**config.mk**
```make
export PLATFORM = sky130hd
export DESIGN_NAME = corr_packetizer
export DESIGN_NICKNAME = d
export VERILOG_FILES = /design/src/rtl/corr_packetizer.sv
export SDC_FILE = /design/constraint.sdc
export NUM_CORES = 1
export LEC_CHECK = 0
export ABC_AREA = 1
export CAP_MARGIN = 30
export CORE_MARGIN = 4
export CORE_UTILIZATION = 50
export DETAILED_ROUTE_END_ITERATION = 6
export PLACE_DENSITY = 0.77
export SYNTH_ARGS = -nofsm -noshare
export SYNTH_HDL_FRONTEND = slang
export SYNTH_SLANG_ARGS = --single-unit
```
**constraint.sdc**
```tcl
create_clock -name clk -period 4 [get_ports clk]
set_clock_uncertainty 0.2 [all_clocks]
set_input_delay 0.8 -clock clk [delete_from_list [all_inputs] [get_ports clk]]
set_output_delay 0.8 -clock clk [all_outputs]
set_load 0.005 [all_outputs]
```
**src/rtl/corr_packetizer.sv**
```systemverilog
// corr_packetizer: snapshots the correlator accumulators at the end of an
// integration period and streams header + payload + footer as a byte stream
// over a valid/ready handshake. BINARY=0 emits one ASCII hex char per nibble
// plus a trailing CR; BINARY=1 emits raw bytes.
// Optional: define CORR_PACKETIZER_CHECKSUM_EN to put the XOR of all snapshot
// words in footer[31:0]; otherwise that field is the constant 32'hA5A5A5A5.
//
// state   | meaning
// --------+--------------------------------------------------------------
// IDLE    | waiting for start with enable high
// SNAP    | snapshot held, clear_acc pulsed, first header unit loaded
// HEADER  | emitting {7'b0, overrun, timestamp}
// PAYLOAD | emitting the shadow register, top word first
// FOOTER  | emitting {sequence, checksum}
// TERM    | emitting CR (ASCII mode only)
module corr_packetizer #(
  parameter int RESOLUTION = 24,
  parameter int NUM_WORDS  = 16,
  parameter int BINARY     = 0
) (
  input  logic                            clk,
  input  logic                            reset,
  input  logic                            enable,
  input  logic                            start,
  input  logic [NUM_WORDS*RESOLUTION-1:0] pulses,
  output logic                            clear_acc,
  output logic [7:0]                      tx_data,
  output logic                            tx_valid,
  input  logic                            tx_ready,
  output logic                            busy,
  output logic                            overrun
);

  localparam int PAY_W     = NUM_WORDS * RESOLUTION;
  localparam int FRAME_W   = 128 + PAY_W;
  localparam int UNIT_W    = (BINARY != 0) ? 8 : 4;
  localparam int UNITS     = FRAME_W / UNIT_W;
  localparam int HDR_UNITS = 64 / UNIT_W;
  localparam int PAY_END   = HDR_UNITS + PAY_W / UNIT_W;
  localparam int IDX_W     = $clog2(UNITS + 1);

  typedef enum logic [2:0] {
    S_IDLE, S_SNAP, S_HEADER, S_PAYLOAD, S_FOOTER, S_TERM
  } state_t;

  state_t             state, next_state;
  logic [55:0]        ts_cnt;
  logic [31:0]        seq_num;
  logic [PAY_W-1:0]   shadow;
  logic [63:0]        hdr_reg;
  logic [31:0]        chk_val;
  logic [IDX_W-1:0]   rem_cnt;
  logic [IDX_W-1:0]   idx;
  logic [IDX_W-1:0]   sel_idx;
  logic [FRAME_W-1:0] frame;
  int                 shift_amt;
  logic [3:0]         nib;
  logic [7:0]         unit_byte;
  logic               xfer;
  logic               last_unit;
  logic               accept;
  logic               final_xfer;

  // rem_cnt counts down the units still to follow the one on the bus
  assign xfer       = tx_valid && tx_ready;
  assign last_unit  = (rem_cnt == '0);
  assign idx        = IDX_W'(UNITS - 1) - rem_cnt;
  assign accept     = (state == S_IDLE) && start && enable;
  assign final_xfer = xfer && ((state == S_TERM) ||
                               ((BINARY != 0) && (state == S_FOOTER) && last_unit));
  assign frame      = {hdr_reg, shadow, seq_num, chk_val};

`ifdef CORR_PACKETIZER_CHECKSUM_EN
  localparam int EXT_W = (RESOLUTION > 32) ? RESOLUTION : 32;
  logic [31:0]      chk_reg;
  logic [31:0]      chk_comb;
  logic [EXT_W-1:0] word_ext;

  // XOR of all snapshot words, each zero-extended or truncated to 32 bits
  always_comb begin
    chk_comb = '0;
    word_ext = '0;
    for (int i = 0; i < NUM_WORDS; i++) begin
      word_ext = '0;
      word_ext[RESOLUTION-1:0] = shadow[i*RESOLUTION +: RESOLUTION];
      chk_comb = chk_comb ^ word_ext[31:0];
    end
  end

  // checksum registered in SNAP, well before the footer needs it
  always_ff @(posedge clk or negedge reset) begin
    if (!reset)                chk_reg <= '0;
    else if (state == S_SNAP)  chk_reg <= chk_comb;
  end

  assign chk_val = chk_reg;
`else
  assign chk_val = 32'hA5A5A5A5;
`endif

  // state register
  always_ff @(posedge clk or negedge reset) begin
    if (!reset) state <= S_IDLE;
    else        state <= next_state;
  end

  // next-state logic; unit index marks the section boundaries
  always_comb begin
    next_state = state;
    case (state)
      S_IDLE:    if (accept) next_state = S_SNAP;
      S_SNAP:    next_state = S_HEADER;
      S_HEADER:  if (xfer && (idx == IDX_W'(HDR_UNITS - 1))) next_state = S_PAYLOAD;
      S_PAYLOAD: if (xfer && (idx == IDX_W'(PAY_END - 1)))   next_state = S_FOOTER;
      S_FOOTER:  if (xfer && last_unit) next_state = (BINARY != 0) ? S_IDLE : S_TERM;
      S_TERM:    if (xfer) next_state = S_IDLE;
      default:   next_state = S_IDLE;
    endcase
  end

  // Moore outputs
  always_comb begin
    busy      = (state != S_IDLE);
    clear_acc = (state == S_SNAP);
    tx_valid  = (state == S_HEADER) || (state == S_PAYLOAD) ||
                (state == S_FOOTER) || (state == S_TERM);
  end

  // selects the next unit of the frame, MSB first, and encodes it
  always_comb begin
    sel_idx   = (state == S_SNAP) ? '0 : idx + IDX_W'(1);
    shift_amt = FRAME_W - UNIT_W * (int'(sel_idx) + 1);
    nib       = 4'(frame >> shift_amt);
    if (BINARY != 0)       unit_byte = 8'(frame >> shift_amt);
    else if (nib < 4'd10)  unit_byte = 8'h30 + {4'h0, nib};
    else                   unit_byte = 8'h37 + {4'h0, nib};
  end

  // free-running timestamp, gated by enable
  always_ff @(posedge clk or negedge reset) begin
    if (!reset)      ts_cnt <= '0;
    else if (enable) ts_cnt <= ts_cnt + 56'd1;
  end

  // sticky overrun on any enabled start that finds the block busy
  always_ff @(posedge clk or negedge reset) begin
    if (!reset)                                      overrun <= 1'b0;
    else if (start && enable && (state != S_IDLE))   overrun <= 1'b1;
  end

  // snapshot of accumulators and header fields at start acceptance
  always_ff @(posedge clk or negedge reset) begin
    if (!reset) begin
      shadow  <= '0;
      hdr_reg <= '0;
    end else if (accept) begin
      shadow  <= pulses;
      hdr_reg <= {7'b0, overrun, ts_cnt};
    end
  end

  // packet sequence number advances on the last byte of each packet
  always_ff @(posedge clk or negedge reset) begin
    if (!reset)          seq_num <= '0;
    else if (final_xfer) seq_num <= seq_num + 32'd1;
  end

  // output byte register and unit down-counter; data holds while stalled
  always_ff @(posedge clk or negedge reset) begin
    if (!reset) begin
      rem_cnt <= '0;
      tx_data <= 8'h00;
    end else if (state == S_SNAP) begin
      rem_cnt <= IDX_W'(UNITS - 1);
      tx_data <= unit_byte;
    end else if (xfer && (state != S_TERM)) begin
      if (!last_unit) begin
        rem_cnt <= rem_cnt - IDX_W'(1);
        tx_data <= unit_byte;
      end else if (BINARY == 0) begin
        tx_data <= 8'h0D;
      end
    end
  end

endmodule

```
==> metrics.json <==
{
  "result_of_the_run": "complete, no violations",
  "crit_path_cell_count": 34,
  "critical_path.reg2reg.endpoint": "tx_data[0]",
  "synth_sequential_area_ratio_pct": 50.8,
  "synth.cell_area_mm2": 0.0270,
  "critical-path-max-stage-delay_ns": 0.41,
  "maxCapViolations": 0,
  "synth-async-reset-ratio_pct": 100,
  "design.final.nets": 4431,
  "fp-row-count": 84,
  "pin_count": 401,
  "finalCriticalPeriod_ns": 3.95,
  "power.static_leakage_nw": 17.9,
  "yosysWarnings": 0,
  "area_of_the_die_mm2": 0.0577,
  "stdcell_count": 4769,
  "postLayoutCoreUtil_pct": 68.0,
  "clkTransAtPathRegs_ns": 0.06,
  "initialDrtViolationCount": 2702,
  "worst_ep_arrival_time_ns": 4.28,
  "timing.setup.critical_path_class": "reg -> reg",
  "number_of_sinks_handled_by_clock_tree_synthesis": 548,
  "cp.required_ns": 4.33,
  "number_of_nets_produced_by_synthesis": 3971,
  "dr_wl_met3_um": 7970,
  "routed_length_per_instance_um": 18.9,
  "min-delay-path-class": "reg -> reg",
  "num_vias": 26300,
  "dp_cells": 4638,
  "ant_nets": 0,
  "path_delay_family": "simple AND/OR/NAND/NOR gates",
  "viasPerCell": 5.51,
  "post-synth-top-area-fraction_pct": 50.8,
  "final-setup-viol-count": 0,
  "worst_setup_path_end_kind": "flop",
  "endpoint": "tx_data[0]",
  "grt_max_degree": 137,
  "timing.critical_path.fanout_max": 8,
  "ctsRootBufferMaster": "sky130_fd_sc_hd__clkbuf_16",
  "final_layout_size_suffix_gt1_share_pct": 12.1,
  "clock_tree.buffer_depth": 3,
  "drt_pre_antenna_iters": 7,
  "clk-insertion-delay-late_ns": 0.63,
  "post-place-ws_ns": -0.0955,
  "vdd_ir_drop_max_mv": 0.734,
  "detail_route.drc_violations": 0,
  "r2r_slack_ns": 0.05,
  "grt_usage_pct": 29.7,
  "highest_clock_rate_mhz": 253,
  "placement.io_buffers": 399,
  "power_density_mw_per_mm2": 979,
  "antenna_found_initial": 3,
  "critPathBufInv": 8,
  "setup_slack_ns": 0.0475,
  "rsz0062_at_grt": "yes",
  "crit_slowest_cell": "sky130_fd_sc_hd__dfrtp_1",
  "routed_wl_um": 89900,
  "highest-signal-layer": "met4",
  "cts_made_buffers": 56,
  "yosys.cell_types.count": 43,
  "setup.worst_path.start": "rem_cnt[0]",
  "met2WireLength_um": 42400,
  "floorplan.initialDensity_pct": 50.9,
  "globalRoute.totalOverflow": 0,
  "synth-seq-cells": 548,
  "slew_of_the_pin_with_the_lowest_slew_margin_ns": 1.00,
  "final-max-slew-violation-count": 0,
  "ctsHtreeMaxLevel": 2,
  "final-hold-violation-count": 0,
  "worstRegToRegCells": 34,
  "gate_count_post_synth": 3576,
  "detailed_place_hpwl_um": 61300,
  "maxSlewHeadroom_pct": 33.2,
  "die_height_um": 240,
  "timing.final.crit_share_pct": 98.8,
  "dominantRegCellSynth": "sky130_fd_sc_hd__dfrtp_1",
  "syn_area_per_cell_um2": 7.55,
  "largest_register_ffs": 384,
  "coreArea_mm2": 0.0530,
  "crit_top_cell": "sky130_fd_sc_hd__nand2_2",
  "start_of_the_worst_register_to_register_path": "rem_cnt[0]",
  "cts_tree": "built",
  "ys_top_cells_by_area": "sky130_fd_sc_hd__dfrtp_1, sky130_fd_sc_hd__nand2_1, sky130_fd_sc_hd__nand3_1, sky130_fd_sc_hd__nand4_1, sky130_fd_sc_hd__inv_1",
  "synth_enable_flop_cells": 0,
  "first_global_vias": 25300,
  "dieWidth_um": 240,
  "met1Wirelength_um": 35900,
  "gp_routability_congestion": 0.915,
  "crit_path_start_kind": "flop",
  "synth_largest_area_cell": "sky130_fd_sc_hd__dfrtp_1",
  "layout-area-overhead-vs-synth_pct": 33.6,
  "grt_pass1_wl_um": 136000
}
==> area by class of cell <==
class,count,area (um2)
antenna,3,7.51
timing repair buffer,612,6400
clock buffer,84,1640
timing repair inverter,1,8.76
clock inverter,16,287
tap,688,861
multi-input combinational,2637,12400
fill,4257,16900
inverter,180,716
sequential,548,13700
==> metal layers <==
metal  up-vias  track usage (%)
met5         -                0
met4         0             12.1
met3       233             5.31
met2      1285             47.7
met1     12400             40.4
li1      12300                -
==> placed cells by master (no fill, tap or decap), types with 9 or more instances in the layout <==
master	n
sky130_fd_sc_hd__xnor2_1	13
sky130_fd_sc_hd__o211ai_1	25
sky130_fd_sc_hd__a21oi_1	39
sky130_fd_sc_hd__nor2_1	61
sky130_fd_sc_hd__buf_12	43
sky130_fd_sc_hd__o21ai_1	9
sky130_fd_sc_hd__nand3_4	10
sky130_fd_sc_hd__nand2_1	1663
sky130_fd_sc_hd__inv_1	161
sky130_fd_sc_hd__nand3_1	320
sky130_fd_sc_hd__xor2_1	64
sky130_fd_sc_hd__buf_6	13
sky130_fd_sc_hd__nand2_2	42
sky130_fd_sc_hd__clkbuf_8	13
sky130_fd_sc_hd__nand4_1	104
sky130_fd_sc_hd__clkbuf_16	60
sky130_fd_sc_hd__clkbuf_1	15
sky130_fd_sc_hd__inv_2	12
sky130_fd_sc_hd__clkdlybuf4s50_1	398
sky130_fd_sc_hd__dfrtp_1	546
sky130_fd_sc_hd__nor2_4	12
sky130_fd_sc_hd__nor3_1	30
sky130_fd_sc_hd__o21ai_0	103
sky130_fd_sc_hd__nor2_2	12
sky130_fd_sc_hd__nand3_2	73
sky130_fd_sc_hd__buf_4	143
==> worst min-delay path by stage <==
stage                     start     endpoint  slack [ns]  depth (start not counted)
floorplan            ts_cnt[36]   ts_cnt[36]        0.24                          1
global placement    shadow[181]  shadow[181]        0.25                          2
detailed placement  shadow[231]  shadow[231]        0.26                          2
CTS                  ts_cnt[36]   ts_cnt[36]        0.27                          1
global route        seq_num[31]  seq_num[31]        0.28                          1
finish               ts_cnt[36]   ts_cnt[36]        0.27                          1
==> synthesized netlist by cell type, types with 2 or more instances <==
library cell and instances:
sky130_fd_sc_hd__nor2_2 6, sky130_fd_sc_hd__o21ai_1 9, sky130_fd_sc_hd__xor2_1 64, sky130_fd_sc_hd__a21oi_1 40
sky130_fd_sc_hd__nor2_1 77, sky130_fd_sc_hd__nand3_4 2, sky130_fd_sc_hd__buf_4 10, sky130_fd_sc_hd__inv_1 165
sky130_fd_sc_hd__nor3_1 30, sky130_fd_sc_hd__buf_1 26, sky130_fd_sc_hd__nor2_4 2, sky130_fd_sc_hd__ha_1 6
sky130_fd_sc_hd__buf_2 36, sky130_fd_sc_hd__nand3_1 400, sky130_fd_sc_hd__o22ai_1 7, sky130_fd_sc_hd__clkbuf_1 131
sky130_fd_sc_hd__dfrtp_1 548, sky130_fd_sc_hd__nor4_2 2, sky130_fd_sc_hd__inv_2 13, sky130_fd_sc_hd__nor3_2 8
sky130_fd_sc_hd__nor3b_1 2, sky130_fd_sc_hd__nand2_2 3, sky130_fd_sc_hd__xnor2_1 13, sky130_fd_sc_hd__o21ai_0 104
sky130_fd_sc_hd__nand3b_1 2, sky130_fd_sc_hd__o211ai_1 25, sky130_fd_sc_hd__nor4_1 7, sky130_fd_sc_hd__buf_6 8
sky130_fd_sc_hd__a31oi_1 5, sky130_fd_sc_hd__nand2_1 1709, sky130_fd_sc_hd__nand4_1 104
==> stage by stage <==
| step | power [W] | hold WS (ns) | cell area [um2] | TNS, ns |
|---|---|---|---|---|
| 6_report | 0.0353 | 0.270 | 36000 | 0 |
| 2_1_floorplan | 0.0192 | 0.242 | 27100 | -0.00285 |
| 3_5_place_dp | 0.0266 | 0.258 | 32900 | -0.347 |
| 3_3_place_gp | 0.0263 | 0.254 | 32900 | -0.336 |
| 5_1_grt | 0.0375 | 0.277 | 36000 | -0.925 |
| 4_1_cts | 0.0327 | 0.272 | 35100 | 0 |
==> kinds of logic after synthesis <==
logic type / after synthesis / share of synthesized area (%)
adders and majority gates: 6 / 0.278
AOI/OAI and AO/OA: 193 / 3.90
buffers and inverters: 391 / 5.98
xor gates and xnor gates: 77 / 2.50
other: 1 / 0.0139
DFF: 548 / 50.8
and+or+nand+nor: 2360 / 36.5
==> report_power, final <==
part | total, W | internal [W] | switching, W
Sequential | 0.00893 | 0.00764 | 0.00129
Combinational | 0.0209 | 0.00824 | 0.0126
Clock | 0.00548 | 0.00322 | 0.00227
==> what timing repair did <==
| item | 4_1_cts | 5_1_grt |
|---|---|---|
| pin swaps | 6 | 55 |
| setup buffers | 3 | 14 |
| hold endpoints to repair | 60 | 0 |
| cloned | 4 | 5 |
| setup endpoints to repair | 6 | 7 |
| resized for setup | 20 | 175 |
| hold buffers | 1 | 0 |
No activity file was read; power rests on OpenSTA's default activity.
